### src/rtl/load_store_unit_pkg.sv
// lsu_pkg: shared types and constants for the load/store unit.
//   lsu_state_t    - FSM state encoding
//   SIZE_*         - request access-size codes
//   MEM_SEL_WORD   - BYTE_SEL value presented to the word-wide data memory
//   is_misaligned  - alignment / legal-size check on an incoming request
package lsu_pkg;

  typedef enum logic [2:0] {
    ST_IDLE,
    ST_READ,
    ST_LOAD_RSP,
    ST_RMW_WRITE,
    ST_WRITE,
    ST_STORE_RSP,
    ST_ERROR
  } lsu_state_t;

  localparam logic [1:0] SIZE_BYTE    = 2'b00;
  localparam logic [1:0] SIZE_HALF    = 2'b01;
  localparam logic [1:0] SIZE_WORD    = 2'b10;
  localparam logic [1:0] MEM_SEL_WORD = 2'b10;

  // Size 2'b11 is not a real access size, so it is treated like a misalignment.
  function automatic logic is_misaligned(input logic [1:0] size, input logic [1:0] addr_lo);
    logic bad;
    bad = 1'b0;
    case (size)
      SIZE_BYTE: bad = 1'b0;
      SIZE_HALF: bad = addr_lo[0];
      SIZE_WORD: bad = (addr_lo != 2'b00);
      default:   bad = 1'b1;
    endcase
    return bad;
  endfunction

endpackage

### src/rtl/load_store_unit_if.sv
// load_store_unit_if: request/response channel from the execute stage plus the
// data-memory port driven by the load/store unit.
//   slave  - the load/store unit's view (takes requests, drives memory)
//   master - the surrounding system's view (issues requests, is the memory)
interface load_store_unit_if #(
  parameter int ADDR_DEPTH = 14
);
  // execute-stage request / response
  logic                  req_valid;
  logic                  req_ready;
  logic                  req_we;
  logic [1:0]            req_size;
  logic                  req_unsigned;
  logic [31:0]           req_addr;
  logic [31:0]           req_wdata;
  logic                  rsp_valid;
  logic [31:0]           rsp_rdata;
  logic                  rsp_err;
  // data-memory port
  logic                  mem_rden;
  logic                  mem_wen;
  logic [1:0]            mem_byte_sel;
  logic                  mem_sign;
  logic [ADDR_DEPTH-1:0] mem_addr;
  logic [31:0]           mem_data_in;
  logic [31:0]           mem_data_out;

  modport slave (
    input  req_valid, req_we, req_size, req_unsigned, req_addr, req_wdata, mem_data_out,
    output req_ready, rsp_valid, rsp_rdata, rsp_err,
    output mem_rden, mem_wen, mem_byte_sel, mem_sign, mem_addr, mem_data_in
  );

  modport master (
    output req_valid, req_we, req_size, req_unsigned, req_addr, req_wdata, mem_data_out,
    input  req_ready, rsp_valid, rsp_rdata, rsp_err,
    input  mem_rden, mem_wen, mem_byte_sel, mem_sign, mem_addr, mem_data_in
  );
endinterface

### src/rtl/load_store_unit_lane_align.sv
// lsu_lane_align: purely combinational byte-lane handling.
//   size, is_unsigned, byte_off - latched request attributes
//   rd_word                     - word read from memory
//   wdata                       - right-justified store data
//   load_data                   - extracted and sign/zero-extended load result
//   store_word                  - write word (full wdata, or rd_word with lanes merged)
module lsu_lane_align
  import lsu_pkg::*;
(
  input  logic [1:0]  size,
  input  logic        is_unsigned,
  input  logic [1:0]  byte_off,
  input  logic [31:0] rd_word,
  input  logic [31:0] wdata,
  output logic [31:0] load_data,
  output logic [31:0] store_word
);

  logic [31:0] shifted;
  assign shifted = rd_word >> {byte_off, 3'b000};

  always_comb begin
    load_data = rd_word;
    case (size)
      SIZE_BYTE: load_data = is_unsigned ? {24'h0, shifted[7:0]}
                                         : {{24{shifted[7]}}, shifted[7:0]};
      SIZE_HALF: load_data = is_unsigned ? {16'h0, shifted[15:0]}
                                         : {{16{shifted[15]}}, shifted[15:0]};
      default:   load_data = rd_word;
    endcase
  end

  // Per lane: take the new byte when this lane is covered by the store,
  // otherwise keep what memory already holds.
  genvar gi;
  generate
    for (gi = 0; gi < 4; gi++) begin : g_lane
      localparam logic [1:0] LANE = gi;
      logic hit_byte;
      logic hit_half;
      assign hit_byte = (size == SIZE_BYTE) && (byte_off == LANE);
      assign hit_half = (size == SIZE_HALF) && (byte_off[1] == LANE[1]);
      assign store_word[8*gi +: 8] =
          (size == SIZE_WORD) ? wdata[8*gi +: 8] :
          hit_byte            ? wdata[7:0] :
          hit_half            ? wdata[8*(gi%2) +: 8] :
                                rd_word[8*gi +: 8];
    end
  endgenerate

endmodule

### src/rtl/load_store_unit.sv
// load_store_unit: initiator side of the data-memory port.
//   CLK, RST_N - rising-edge clock, asynchronous active-low reset
//   bus        - load_store_unit_if.slave: execute-stage request/response and
//                the word-wide data-memory port (BYTE_SEL fixed to WORD)
// Sub-word stores are done as read-modify-write; misaligned or illegal-size
// requests complete with rsp_err and never touch memory.
module load_store_unit
  import lsu_pkg::*;
#(
  parameter int ADDR_DEPTH = 14
) (
  input  logic              CLK,
  input  logic              RST_N,
  load_store_unit_if.slave  bus
);

  lsu_state_t            state_reg;
  logic                  ready_reg;
  logic                  rsp_valid_reg;
  logic                  rsp_err_reg;
  logic                  rden_reg;
  logic                  wen_reg;
  logic [ADDR_DEPTH-1:0] waddr_reg;
  logic [1:0]            off_reg;
  logic [1:0]            size_reg;
  logic                  we_reg;
  logic                  unsigned_reg;
  logic [31:0]           wdata_reg;

  logic [31:0]           load_data;
  logic [31:0]           store_word;

  // Control outputs are registered: each one is set on the edge entering the
  // state that owns it, so it is high for exactly that state.
  always_ff @(posedge CLK or negedge RST_N) begin
    if (!RST_N) begin
      state_reg     <= ST_IDLE;
      ready_reg     <= 1'b1;
      rsp_valid_reg <= 1'b0;
      rsp_err_reg   <= 1'b0;
      rden_reg      <= 1'b0;
      wen_reg       <= 1'b0;
      waddr_reg     <= '0;
      off_reg       <= 2'b00;
      size_reg      <= 2'b00;
      we_reg        <= 1'b0;
      unsigned_reg  <= 1'b0;
      wdata_reg     <= 32'h0;
    end else begin
      ready_reg     <= 1'b0;
      rsp_valid_reg <= 1'b0;
      rsp_err_reg   <= 1'b0;
      rden_reg      <= 1'b0;
      wen_reg       <= 1'b0;
      case (state_reg)
        ST_IDLE: begin
          if (bus.req_valid && ready_reg) begin
            waddr_reg    <= bus.req_addr[ADDR_DEPTH+1:2];
            off_reg      <= bus.req_addr[1:0];
            size_reg     <= bus.req_size;
            we_reg       <= bus.req_we;
            unsigned_reg <= bus.req_unsigned;
            wdata_reg    <= bus.req_wdata;
            if (is_misaligned(bus.req_size, bus.req_addr[1:0])) begin
              state_reg     <= ST_ERROR;
              rsp_valid_reg <= 1'b1;
              rsp_err_reg   <= 1'b1;
            end else if (bus.req_we && bus.req_size == SIZE_WORD) begin
              state_reg <= ST_WRITE;
              wen_reg   <= 1'b1;
            end else begin
              // loads and sub-word stores both start with a read
              state_reg <= ST_READ;
              rden_reg  <= 1'b1;
            end
          end else begin
            ready_reg <= 1'b1;
          end
        end
        ST_READ: begin
          if (we_reg) begin
            state_reg <= ST_RMW_WRITE;
            wen_reg   <= 1'b1;
          end else begin
            state_reg     <= ST_LOAD_RSP;
            rsp_valid_reg <= 1'b1;
          end
        end
        ST_RMW_WRITE, ST_WRITE: begin
          state_reg     <= ST_STORE_RSP;
          rsp_valid_reg <= 1'b1;
        end
        default: begin
          // LOAD_RSP, STORE_RSP, ERROR all return to IDLE
          state_reg <= ST_IDLE;
          ready_reg <= 1'b1;
        end
      endcase
    end
  end

  // Read data arrives the cycle after rden, i.e. during LOAD_RSP / RMW_WRITE,
  // so the lane logic works directly on mem_data_out in those states.
  lsu_lane_align u_lane_align (
    .size        (size_reg),
    .is_unsigned (unsigned_reg),
    .byte_off    (off_reg),
    .rd_word     (bus.mem_data_out),
    .wdata       (wdata_reg),
    .load_data   (load_data),
    .store_word  (store_word)
  );

  assign bus.req_ready    = ready_reg;
  assign bus.rsp_valid    = rsp_valid_reg;
  assign bus.rsp_err      = rsp_err_reg;
  assign bus.rsp_rdata    = (state_reg == ST_LOAD_RSP) ? load_data : 32'h0;
  assign bus.mem_rden     = rden_reg;
  assign bus.mem_wen      = wen_reg;
  assign bus.mem_byte_sel = MEM_SEL_WORD;
  assign bus.mem_sign     = 1'b0;
  assign bus.mem_addr     = waddr_reg;
  assign bus.mem_data_in  = wen_reg ? store_word : 32'h0;

endmodule
### src/flat_wrapper.sv
// flat-port wrapper written by rule: the top's interface ports become plain ports
module load_store_unit_flat import lsu_pkg::*;
#(
  parameter int ADDR_DEPTH = 14
)
  (CLK, RST_N, bus_req_valid, bus_req_we, bus_req_size, bus_req_unsigned, bus_req_addr, bus_req_wdata, bus_mem_data_out, bus_req_ready, bus_rsp_valid, bus_rsp_rdata, bus_rsp_err, bus_mem_rden, bus_mem_wen, bus_mem_byte_sel, bus_mem_sign, bus_mem_addr, bus_mem_data_in);
  load_store_unit_if #(.ADDR_DEPTH(ADDR_DEPTH)) bus_i ();
  input  logic CLK;
  input  logic RST_N;
  input wire logic [$bits(bus_i.req_valid)-1:0] bus_req_valid;
  input wire logic [$bits(bus_i.req_we)-1:0] bus_req_we;
  input wire logic [$bits(bus_i.req_size)-1:0] bus_req_size;
  input wire logic [$bits(bus_i.req_unsigned)-1:0] bus_req_unsigned;
  input wire logic [$bits(bus_i.req_addr)-1:0] bus_req_addr;
  input wire logic [$bits(bus_i.req_wdata)-1:0] bus_req_wdata;
  input wire logic [$bits(bus_i.mem_data_out)-1:0] bus_mem_data_out;
  output wire logic [$bits(bus_i.req_ready)-1:0] bus_req_ready;
  output wire logic [$bits(bus_i.rsp_valid)-1:0] bus_rsp_valid;
  output wire logic [$bits(bus_i.rsp_rdata)-1:0] bus_rsp_rdata;
  output wire logic [$bits(bus_i.rsp_err)-1:0] bus_rsp_err;
  output wire logic [$bits(bus_i.mem_rden)-1:0] bus_mem_rden;
  output wire logic [$bits(bus_i.mem_wen)-1:0] bus_mem_wen;
  output wire logic [$bits(bus_i.mem_byte_sel)-1:0] bus_mem_byte_sel;
  output wire logic [$bits(bus_i.mem_sign)-1:0] bus_mem_sign;
  output wire logic [$bits(bus_i.mem_addr)-1:0] bus_mem_addr;
  output wire logic [$bits(bus_i.mem_data_in)-1:0] bus_mem_data_in;
  assign bus_i.req_valid = bus_req_valid;
  assign bus_i.req_we = bus_req_we;
  assign bus_i.req_size = bus_req_size;
  assign bus_i.req_unsigned = bus_req_unsigned;
  assign bus_i.req_addr = bus_req_addr;
  assign bus_i.req_wdata = bus_req_wdata;
  assign bus_i.mem_data_out = bus_mem_data_out;
  assign bus_req_ready = bus_i.req_ready;
  assign bus_rsp_valid = bus_i.rsp_valid;
  assign bus_rsp_rdata = bus_i.rsp_rdata;
  assign bus_rsp_err = bus_i.rsp_err;
  assign bus_mem_rden = bus_i.mem_rden;
  assign bus_mem_wen = bus_i.mem_wen;
  assign bus_mem_byte_sel = bus_i.mem_byte_sel;
  assign bus_mem_sign = bus_i.mem_sign;
  assign bus_mem_addr = bus_i.mem_addr;
  assign bus_mem_data_in = bus_i.mem_data_in;
  load_store_unit #(.ADDR_DEPTH(ADDR_DEPTH)) u_core (.CLK(CLK), .RST_N(RST_N), .bus(bus_i));
endmodule
### config.mk
export PLATFORM = sky130hd
export DESIGN_NAME = load_store_unit_flat
export DESIGN_NICKNAME = d
export VERILOG_FILES = /design/src/rtl/load_store_unit_pkg.sv /design/src/rtl/load_store_unit_if.sv /design/src/rtl/load_store_unit_lane_align.sv /design/src/rtl/load_store_unit.sv /design/src/flat_wrapper.sv
export SDC_FILE = /design/constraint.sdc
export NUM_CORES = 1
export LEC_CHECK = 0
export ABC_AREA = 1
export BUFFER_PORTS_ARGS = -buffer_cell sky130_fd_sc_hd__buf_2
export CORE_MARGIN = 2
export CORE_UTILIZATION = 50
export DETAILED_ROUTE_END_ITERATION = 16
export PLACE_DENSITY = 0.89
export REMOVE_ABC_BUFFERS = 1
export SETUP_SLACK_MARGIN = 0.1
export SKIP_LAST_GASP = 1
export SYNTH_ARGS = -nofsm -noshare
export SYNTH_HDL_FRONTEND = slang
export SYNTH_HIERARCHICAL = 1
export SYNTH_SLANG_ARGS = --single-unit
### constraint.sdc
create_clock -name CLK -period 1.9 [get_ports CLK]
set_input_delay 0.285 -clock CLK [delete_from_list [all_inputs] [get_ports CLK]]
set_output_delay 0.285 -clock CLK [all_outputs]
set_load 0.02 [all_outputs]
Word-level counts from Yosys, hierarchy flattened
Cells that the tools add are included.
{ "word_totals": {"regBits": 60, "latch_bits": 0, "ram_bits": 0, "rom_bits": 0, "in_bits": 103, "out_inout_bits": 86, "n_memories": 0} }
{ "op_classes": {"add_sub_neg": 0, "mul": 0, "n_div": 0, "order_cmp": 0, "n_eq_ne": 12, "n_shift": 1, "muxes": 41, "n_bitwise": 1, "reduce_logical": 16} }
{ "op_table": {"columns": ["operator", "count"], "rows": [
  ["two-way mux 32 bit", 4],
  ["two-way mux 8 bit", 12],
  ["case mux 32 bit (2 select lines)", 1],
  [">> shifter 32 x 5 -> 16 bit", 1],
  ["two-way mux 1 bit", 16],
  ["two-way mux 3 bit", 3],
  ["case mux 3 bit (3 select lines)", 1],
  ["equality test 2 bit, second input constant", 4],
  ["logical AND 1 bit", 8],
  ["equality test 2 x 1 -> 1 bit, second input constant", 3],
  ["equality test 3 x 2 -> 1 bit, second input constant", 2],
  ["logical NOT 2 bit", 3],
  ["case mux 1 bit (3 select lines)", 2],
  ["case mux 1 bit (2 select lines)", 2],
  ["equality test 3 x 1 -> 1 bit, second input constant", 1],
  ["equality test 3 bit, second input constant", 1],
  ["logical NOT 3 bit", 1],
  ["OR reduction 3 bit", 1],
  ["!= test 2 x 1 -> 1 bit, second input constant", 1],
  ["AND reduction 2 bit", 1],
  ["nonzero test 2 bit", 1],
  ["OR reduction 2 bit", 1],
  ["inverter 1 bit", 1]
]} }

Depth between registers and ports, before layout
Gate-level depths: netlist of run 1.
{ "logic_depth": {"ltp_word": 7, "ltp_mapped": 11, "depth_no_buf": 10} }

By module
Netlist of run 1, hierarchy kept.
{ "modules_own_cells": {"columns": ["mod", "instances", "cells_per_inst", "area_per_inst_um2", "seq_area_each_um2"], "rows": [
  ["load_store_unit", 1, 408, 2967.8, 1502.7],
  ["lsu_lane_align", 1, 386, 1793.0, 0.0]
]} }

Worst setup path after synthesis of run 1
Ideal clock, no wire load.
{ "synth_path": {"path_type": "register to output", "startpoint": "register u_core.size_reg[1]", "endpoint": "output port bus_rsp_rdata[17]", "t_arrival_ns": 1.501, "slack_ns": 0.114, "path_stages_with_launch": 10, "n_path_buf": 2, "path_cell_list": "dfrtp_1 buf_6 nor2_8 inv_1 nor2_1 nand2_2 buf_6 nand3_1 inv_1 nor2_1"} }
{ "synth_between": {"elab_chain_len": 3} }
{ "synth_lines": {"columns": ["element", "line", "text"], "rows": [
  ["start, declared", "load_store_unit.sv:25", "logic [1:0] size_reg;"],
  ["start signal, assigned", "load_store_unit.sv:60", "size_reg <= bus.req_size;"],
  ["equality test 2 x 1 -> 1 bit / logical NOT 2 bit (equally long branches)", "load_store_unit_lane_align.sv:24", "case (size)"],
  ["case mux 32 bit (2 select lines) (*)", "load_store_unit_lane_align.sv:24", null],
  ["named net u_core.load_data[17]", "load_store_unit.sv:30", "logic [31:0] load_data;"],
  ["two-way mux 32 bit (*)", "load_store_unit.sv:117", "assign bus.rsp_rdata = (state_reg == ST_LOAD_RSP) ? load_data : 32'h0;"],
  ["end, declared", "flat_wrapper.sv:19", "output wire logic [$bits(bus_i.rsp_rdata)-1:0] bus_rsp_rdata;"]
]} }
The timed path passes the listed nets; every way through them passes the cells marked *.

Worst setup path in the final report of run 1
{ "layout_path": {"startpoint": "register u_core.off_reg[1]", "endpoint": "output port bus_rsp_rdata[29]"} }
{ "layout_between": {"elab_chain_len": 4} }
{ "layout_lines": {"columns": ["element", "line", "text"], "rows": [
  ["start, declared", "load_store_unit.sv:24", "logic [1:0] off_reg;"],
  ["start signal, assigned", "load_store_unit.sv:59", "off_reg <= bus.req_addr[1:0];"],
  [">> shifter 32 x 5 -> 16 bit (*)", "load_store_unit_lane_align.sv:20", "assign shifted = rd_word >> {byte_off, 3'b000};"],
  ["two-way mux 32 bit, on equally long branches", "load_store_unit_lane_align.sv:27, load_store_unit_lane_align.sv:25", null],
  ["case mux 32 bit (2 select lines) (*)", "load_store_unit_lane_align.sv:24", null],
  ["named net u_core.load_data[29]", "load_store_unit.sv:30", null],
  ["two-way mux 32 bit (*)", "load_store_unit.sv:117", null]
]} }
Marks and branches as above.

==> key figures, run 1 <==
Routing
  • Iteration-0 DRC Markers: between 400 and 500
  • Antenna viol nets, final: 0
  • Via/cell ratio: 5.10
  • Routed vias: 5,740
  • Drt total wl: 15.5 mm
  • Drt first pass iters: 5
  • DR DRC count: 0
  • Drt wl/cell: around 14 um

Global route
  • Gr ovfl total: 0
  • Antenna violations before repair: 0
  • Vias in the first global route: roughly 5,000
  • GRT Overall Usage: 0.291
  • Largest net degree at the start of global routing: 56
  • First-pass GRT wire length: 23.9 mm

Floorplanning
  • Placeable Area: a little over 9000 sq um
  • Die H: around 100 um
  • Site row count: 35
  • I/O pins: between 150 and 200
  • Die width: slightly above 100 um
  • Starting Density: 0.515
  • Full die area: between 10,000 and 15,000 sq um

Synth
  • Adder-Cell Fraction of Synth Area: 0
  • Top cells by area, synth: dfrtp_1, nand2_1, nand3_1
  • Synth Cell Area: 4760 sq um
  • Cells after Synth: 794
  • Synth warn: 6
  • Synth Area in Simple Gates: 0.500
  • Mux cell area share after synthesis: 0
  • XOR/XNOR Fraction of Synth Area: 0
  • Compound-cell area share of the yosys netlist: 0.0294
  • Largest area contributor in the netlist: dfrtp_1
  • Largest family of logic cells by synthesized area: simple AND/OR/NAND/NOR gates
  • FF+latch count, synth: 60
  • Sequential share of the synthesized area: 0.316
  • Mean Syn Cell Area: 6.00 sq um
  • Top cell type's share of synthesized area: 0.310
  • Post-synth cell types: 27

Clock network
  • Clock Tree Root: clkbuf_8
  • Clk slew on worst S/H paths: approximately 0.07 ns
  • Total CTS buffers: 9
  • Clk sink count: 60
  • Max clock buf depth: 2
  • Worst skew pair latency: 0.33 ns
  • CTS tree: yes
  • H-tree Lvls: 3

Run status
  • Failing checks: negative setup slack
  • Status: finished with violations

Layout
  • Commonest non-fill, non-tap cell in the layout: nand2_1
  • Most frequent cells in the layout: nand2_1, buf_2, inv_1, nand3_1, buf_4
  • # nets final: 1,095
  • Finished Layout Cells: 1,125
  • Area Growth Syn to Fin: 41.1%
  • Max FFs per register: 32
  • Antenna Cells: 0
  • Fraction of layout cells with a size suffix above 1: 0.343
  • Finished Core Util: 0.727

Timing
  • Fin. max-slew vios: 0
  • Rel. slew slack: 0.603
  • Final Hold Vio Count: 0
  • Fin crit period: 2.18 ns
  • Final worst-path cycle share: 1.15
  • Final WS setup: -0.281 ns
  • Max Clock Freq: roughly 0.46 GHz
  • Final Setup Violations: 64
  • Worst-Margin Slew: 0.596 ns
  • Hold WS: 0.150 ns
  • Setup repair after global routing missed its margin: yes
  • Max Clock Skew: 0.00826 ns

Placed design
  • GPL Wtd Cong: 0.955
  • Dpl cells: 1,086
  • Detailed Place HPWL: 10.5 mm
  • Pre-CTS WS: -0.0563 ns
  • I/O Buffers: ~170

Power
  • P_leak: 4.18 nW
  • VDD IR max: 0.000864 V
  • Pwr per Cell Area: 1620 nW/um^2

Worst setup path
  • WS Path Type: flip-flop to output port
  • Critical Path AT: 1.90 ns
  • CP max FO: 8
  • Startpoint Class: flip-flop
  • CP required: 1.62 ns
  • Crit end category: output port

Run
  • Maxcap violations: 0

Worst hold path
  • HP Class: primary input to flip-flop
[metrics by stage]
step | instance area (sq um) | total power [mW] | setup TNS, ns
after detailed placement | 5750 | 8.14 | -0.459
after floorplan | 4460 | 6.12 | -22.42
after global routing | 6720 | 11.8 | -19.13
after CTS | 6450 | 10.3 | -11.30
final | 6720 | 10.9 | -12.95
after global placement | 5750 | 8.02 | -0.121
[cell type report]
type	count	area, sq um
clock buffer	11	151
clock inverter	4	72.6
fill	739	2520
inverter	113	447
multi-input combinational	588	2840
sequential	60	1510
tap	129	161
timing repair buffer	220	1540
[cell usage after synthesis]
cell type / n
nand2_4: 2
nand4_1: 3
o21ai_2: 3
dfrtp_1: 59
nand3_2: 2
a21oi_1: 2
buf_6: 17
conb_1: 2
buf_2: 7
nand3_4: 2
clkbuf_1: 5
nand2_2: 9
nor2_1: 44
nand3_1: 102
inv_1: 106
nand2_1: 384
dfstp_2: 1
o22ai_1: 1
buf_1: 2
nor2_4: 1
buf_4: 7
o211ai_1: 1
inv_2: 6
o21ai_0: 18
nor2_8: 4
clkinv_2: 1
nor2_2: 3
[critical path: stages (launching register included)]
cell	delay, ns
dfrtp_2	0.49
buf_12	0.18
nor2_4	0.12
nand2_2	0.08
nand3_4	0.10
nand3_4	0.17
nand3_2	0.11
inv_1	0.06
nor2_1	0.11
buf_4	0.15
[cell families after synthesis]
family,count (synthesis)
other,2
AND/OR/NAND/NOR,556
buffers and inverters,151
AO/OA/AOI/OAI,25
flip-flops,60
[power breakdown]
| part | leakage [nW] | switching [mW] | internal (mW) | total (mW) |
|---|---|---|---|---|
| Clock | 0.111 | 0.479 | 0.800 | 1.28 |
| Sequential | 0.750 | 0.484 | 1.87 | 2.36 |
| Combinational | 3.32 | 4.48 | 2.78 | 7.26 |
| Total | 4.18 | 5.44 | 5.45 | 10.9 |
[path summary, 6_finish.rpt]
kind                                   startpoint                       to  slack, ns  cells after the start
max                             u_core/off_reg[1]        bus_rsp_rdata[29]      -0.28                      9
min                              bus_req_wdata[2]      u_core/wdata_reg[2]       0.15                      3
max reg2reg                  u_core/bus.req_ready       u_core/bus.mem_wen       0.23                      6
min reg2reg                u_core/bus.mem_addr[1]   u_core/bus.mem_addr[1]       0.47                      2
max in group asynchronous                   RST_N        u_core/off_reg[0]       0.73                      3
min in group asynchronous                   RST_N  u_core/bus.mem_addr[10]       0.46                      2
[timing repair]
action | in CTS | in global routing
resized for setup | 113 | 63
buffers inserted | 11 | 6
pin swaps | 24 | 24
hold buffers | 1 | 0
cloned | 4 | 2
hold endpoints to repair | 20 | 0
setup endpoints to repair | 64 | 64
[layer usage]
metal  vias up  share of wire  track usage
met1      2581           0.38        0.356
met4         0          0.048        0.140
met3        70          0.083       0.0552
met5         -              0            0
li1       2791              -            -
met2       298           0.48        0.490
(Power assumes the default switching activity.)
==> run 2: changes to the inputs <==
--- a/config.mk
+++ b/config.mk
@@ -13,7 +13,6 @@
 export PLACE_DENSITY = 0.89
 export REMOVE_ABC_BUFFERS = 1
 export SETUP_SLACK_MARGIN = 0.1
-export SKIP_LAST_GASP = 1
 export SYNTH_ARGS = -nofsm -noshare
 export SYNTH_HDL_FRONTEND = slang
 export SYNTH_HIERARCHICAL = 1
==> run 2 against run 1 <==
  * The flow still finishes with violations (negative setup slack)
  * Sequential cell count is the same
  * Combinational power up 1%
  * Clock power barely moved
  * Global-route usage unchanged
  * Critical path depth rose by 1
  * Utilization rose by 0.54 points
  * Non-clock buffer count did not move
  * Setup slack improved by 0.015 ns
  * Sequential share of layout area down 0.17 points
  * Final cell count unchanged
==> key figures, run 2 (synthesis results as in run 1) <==
Run status
  • Status: finished with violations (unchanged)
  • Failing checks: negative setup slack (unchanged)

Power
  • Logic pwr share: 0.669 (was 0.666)
  • Clock power frac: 0.117 (about the same)
  • Reg power frac: 0.215 (was 0.216)
  • VDD IR max: 0.000862 V (was 0.000864 V)
  • P_int: 5.48 mW (was 5.45 mW)
  • P_leak: 4.21 nW (was 4.18 nW)
  • Switch Pwr: 5.50 mW (was 5.44 mW)
  • Tot Pwr: 11.0 mW (was 10.9 mW)
  • Sw frac: 0.501 (was 0.500)
  • Pwr per Cell Area: 1620 nW/um^2 (about the same)

Placed design
  • I/O Buffers: 169 (unchanged)
  • GPL Wtd Cong: 0.955 (unchanged)
  • Detailed Place HPWL: 10.5 mm (unchanged)
  • Pre-CTS WS: -0.0563 ns (unchanged)
  • Dpl cells: 1,086 (unchanged)

Floorplanning
  • Die width: 102 um (unchanged)
  • Site row count: 35 (unchanged)
  • Placeable Area: 9240 sq um (unchanged)
  • Starting Density: 0.515 (unchanged)
  • Die H: 102 um (unchanged)
  • Full die area: 10,300 sq um (unchanged)
  • I/O pins: 189 (unchanged)

Routing
  • Drt wl/cell: 13.9 um (was 13.8 um)
  • Iteration-0 DRC Markers: 440 (was 439)
  • Via/cell ratio: 5.13 (was 5.10)
  • Routed vias: 5,766 (was 5,740)
  • DR DRC count: 0 (unchanged)
  • Drt total wl: 15.6 mm (was 15.5 mm)
  • Antenna viol nets, final: 0 (unchanged)
  • Drt first pass iters: 5 (unchanged)

Layout
  • Max FFs per register: 32 (unchanged)
  • Area Growth Syn to Fin: 42.2% (was 41.1%)
  • Commonest non-fill, non-tap cell in the layout: nand2_1 (unchanged)
  • # nets final: 1,095 (unchanged)
  • Antenna Cells: 0 (unchanged)
  • Fraction of layout cells with a size suffix above 1: 0.356 (was 0.343)
  • Finished Layout Cells: 1,125 (unchanged)
  • Most frequent cells in the layout: nand2_1, buf_2, inv_1, nand3_1, buf_4 (unchanged)
  • Finished Core Util: 0.733 (was 0.727)
  • Fillers: 720 (was 739)
  • Register Area: 1510 sq um (unchanged)
  • Multi-input logic area: 2880 sq um (was 2840 sq um)

Timing
  • Final WS setup: -0.266 ns (was -0.281 ns)
  • Final Hold Vio Count: 0 (unchanged)
  • Fin crit period: 2.17 ns (was 2.18 ns)
  • Fin. max-slew vios: 0 (unchanged)
  • Final Setup Violations: 64 (unchanged)
  • Setup repair after global routing missed its margin: yes (unchanged)
  • Final worst-path cycle share: 1.14 (was 1.15)
  • Max Clock Freq: 0.462 GHz (was 0.459 GHz)
  • Sum of negative setup slack: -12.73 ns (was -12.95 ns)
  • Max Clock Skew: 0.00814 ns (was 0.00826 ns)
  • Rel. slew slack: 0.610 (was 0.603)
  • Worst-Margin Slew: 0.585 ns (was 0.596 ns)

Worst setup path
  • R2R Path End: u_core/bus.mem_wen (unchanged)
  • WS Path Type: flip-flop to output port (unchanged)
  • Reg-to-Reg Start: u_core/bus.req_ready (unchanged)
  • CP max FO: 6 (was 8)
  • Reg-to-reg slack, setup: 0.25 ns (was 0.23 ns)
  • CP required: 1.62 ns (about the same)
  • Crit path to: bus_rsp_rdata[29] (unchanged)
  • Critical Path AT: 1.88 ns (was 1.90 ns)
  • FF-to-FF path depth: 6 (unchanged)
  • Critical path origin: u_core/off_reg[0] (was u_core/off_reg[1])
  • Crit end category: output port (unchanged)
  • Startpoint Class: flip-flop (unchanged)

Clock network
  • Clk slew on worst S/H paths: 0.07 ns (about the same)
  • Clock Tree Root: clkbuf_8 (unchanged)
  • CTS tree: yes (unchanged)
  • H-tree Lvls: 3 (unchanged)
  • Max clock buf depth: 2 (unchanged)
  • Worst skew pair latency: 0.33 ns (about the same)
  • Total CTS buffers: 9 (unchanged)
  • Clk sink count: 60 (unchanged)

Global route
  • Vias in the first global route: 5,132 (unchanged)
  • Largest net degree at the start of global routing: 56 (unchanged)
  • Antenna violations before repair: 0 (unchanged)
  • Gr ovfl total: 0 (unchanged)
  • GRT Overall Usage: 0.291 (unchanged)
  • First-pass GRT wire length: 23.9 mm (unchanged)

Run
  • Maxcap violations: 0 (unchanged)

Worst hold path
  • HP Class: primary input to flip-flop (unchanged)
  • HP Start: bus_req_addr[12] (was bus_req_wdata[2])
run 2: cell types whose count changed in the layout (fill, tap and decap cells not counted):
cell     before  now
buf_4        65   63
buf_6        24   26
nand2_1     359  352
nand2_2      27   34
nand3_1      76   72
nand3_2      27   31
nor2_1       42   40
nor2_2        3    5
run 2: per-stage QoR:
step           hold slack, ns  cell area (sq um)
2_1_floorplan         -0.0106               4460
3_3_place_gp            0.268               5750
3_5_place_dp            0.271               5750
4_1_cts                 0.137               6450
5_1_grt                 0.155               6770
6_report                0.153               6770
run 2: how the worst min path moves through the flow:
stage / endpoint / slack (ns) / cells after the start
after floorplan: u_core/bus.mem_addr[0] / -0.01 / 0
after global placement: u_core/bus.mem_addr[13] / 0.27 / 1
after detailed placement: u_core/bus.mem_addr[1] / 0.27 / 1
after CTS: u_core/bus.mem_addr[10] / 0.14 / 3
after global routing: u_core/bus.mem_addr[11] / 0.16 / 3
final: u_core/bus.mem_addr[10] / 0.15 / 3
run 2: power by group through the flow:
stage	Sequential [mW]	Clock, mW	Combinational, mW
global route	2.43	1.36	8.05
global placement	2.30	0	5.72
CTS	2.33	1.31	6.66
detailed placement	2.32	0	5.82
finish	2.36	1.28	7.34
floorplan	2.61	0	3.51
run 2: routing by layer:
metal  vias up  GRT usage  share of wire
li1       2785          -              -
met1      2607      0.356           0.39
met2       303      0.490           0.49
met3        71     0.0552          0.083
met4         0      0.140          0.046
met5         -          0              0
run 2: layout make-up:
cell class,instances,area share
multi-input cells,588,0.426
inverters,113,0.0660
clock buffers,11,0.0224
well taps,129,0.0238
flip-flops and latches,60,0.223
clock inverters,4,0.0107
repair buffers,220,0.228
run 2: worst max-delay path: stages, from the launching register on:
cell and delay, ns:
dfrtp_2 0.48, inv_4 0.13, nand2_1 0.09, nand2_1 0.07, nand2_1 0.09, nand2_4 0.16
nand2_4 0.12, nand3_2 0.10, inv_1 0.05, nor2_1 0.11, buf_4 0.15
run 2: what timing repair did:
action	CTS	global route
gates cloned	4	2
setup buffers	11	6
endpoints found under the hold margin	20	0
pin swaps	24	24
resized for setup	113	78
endpoints found under the setup margin	64	64
hold buffers	1	0
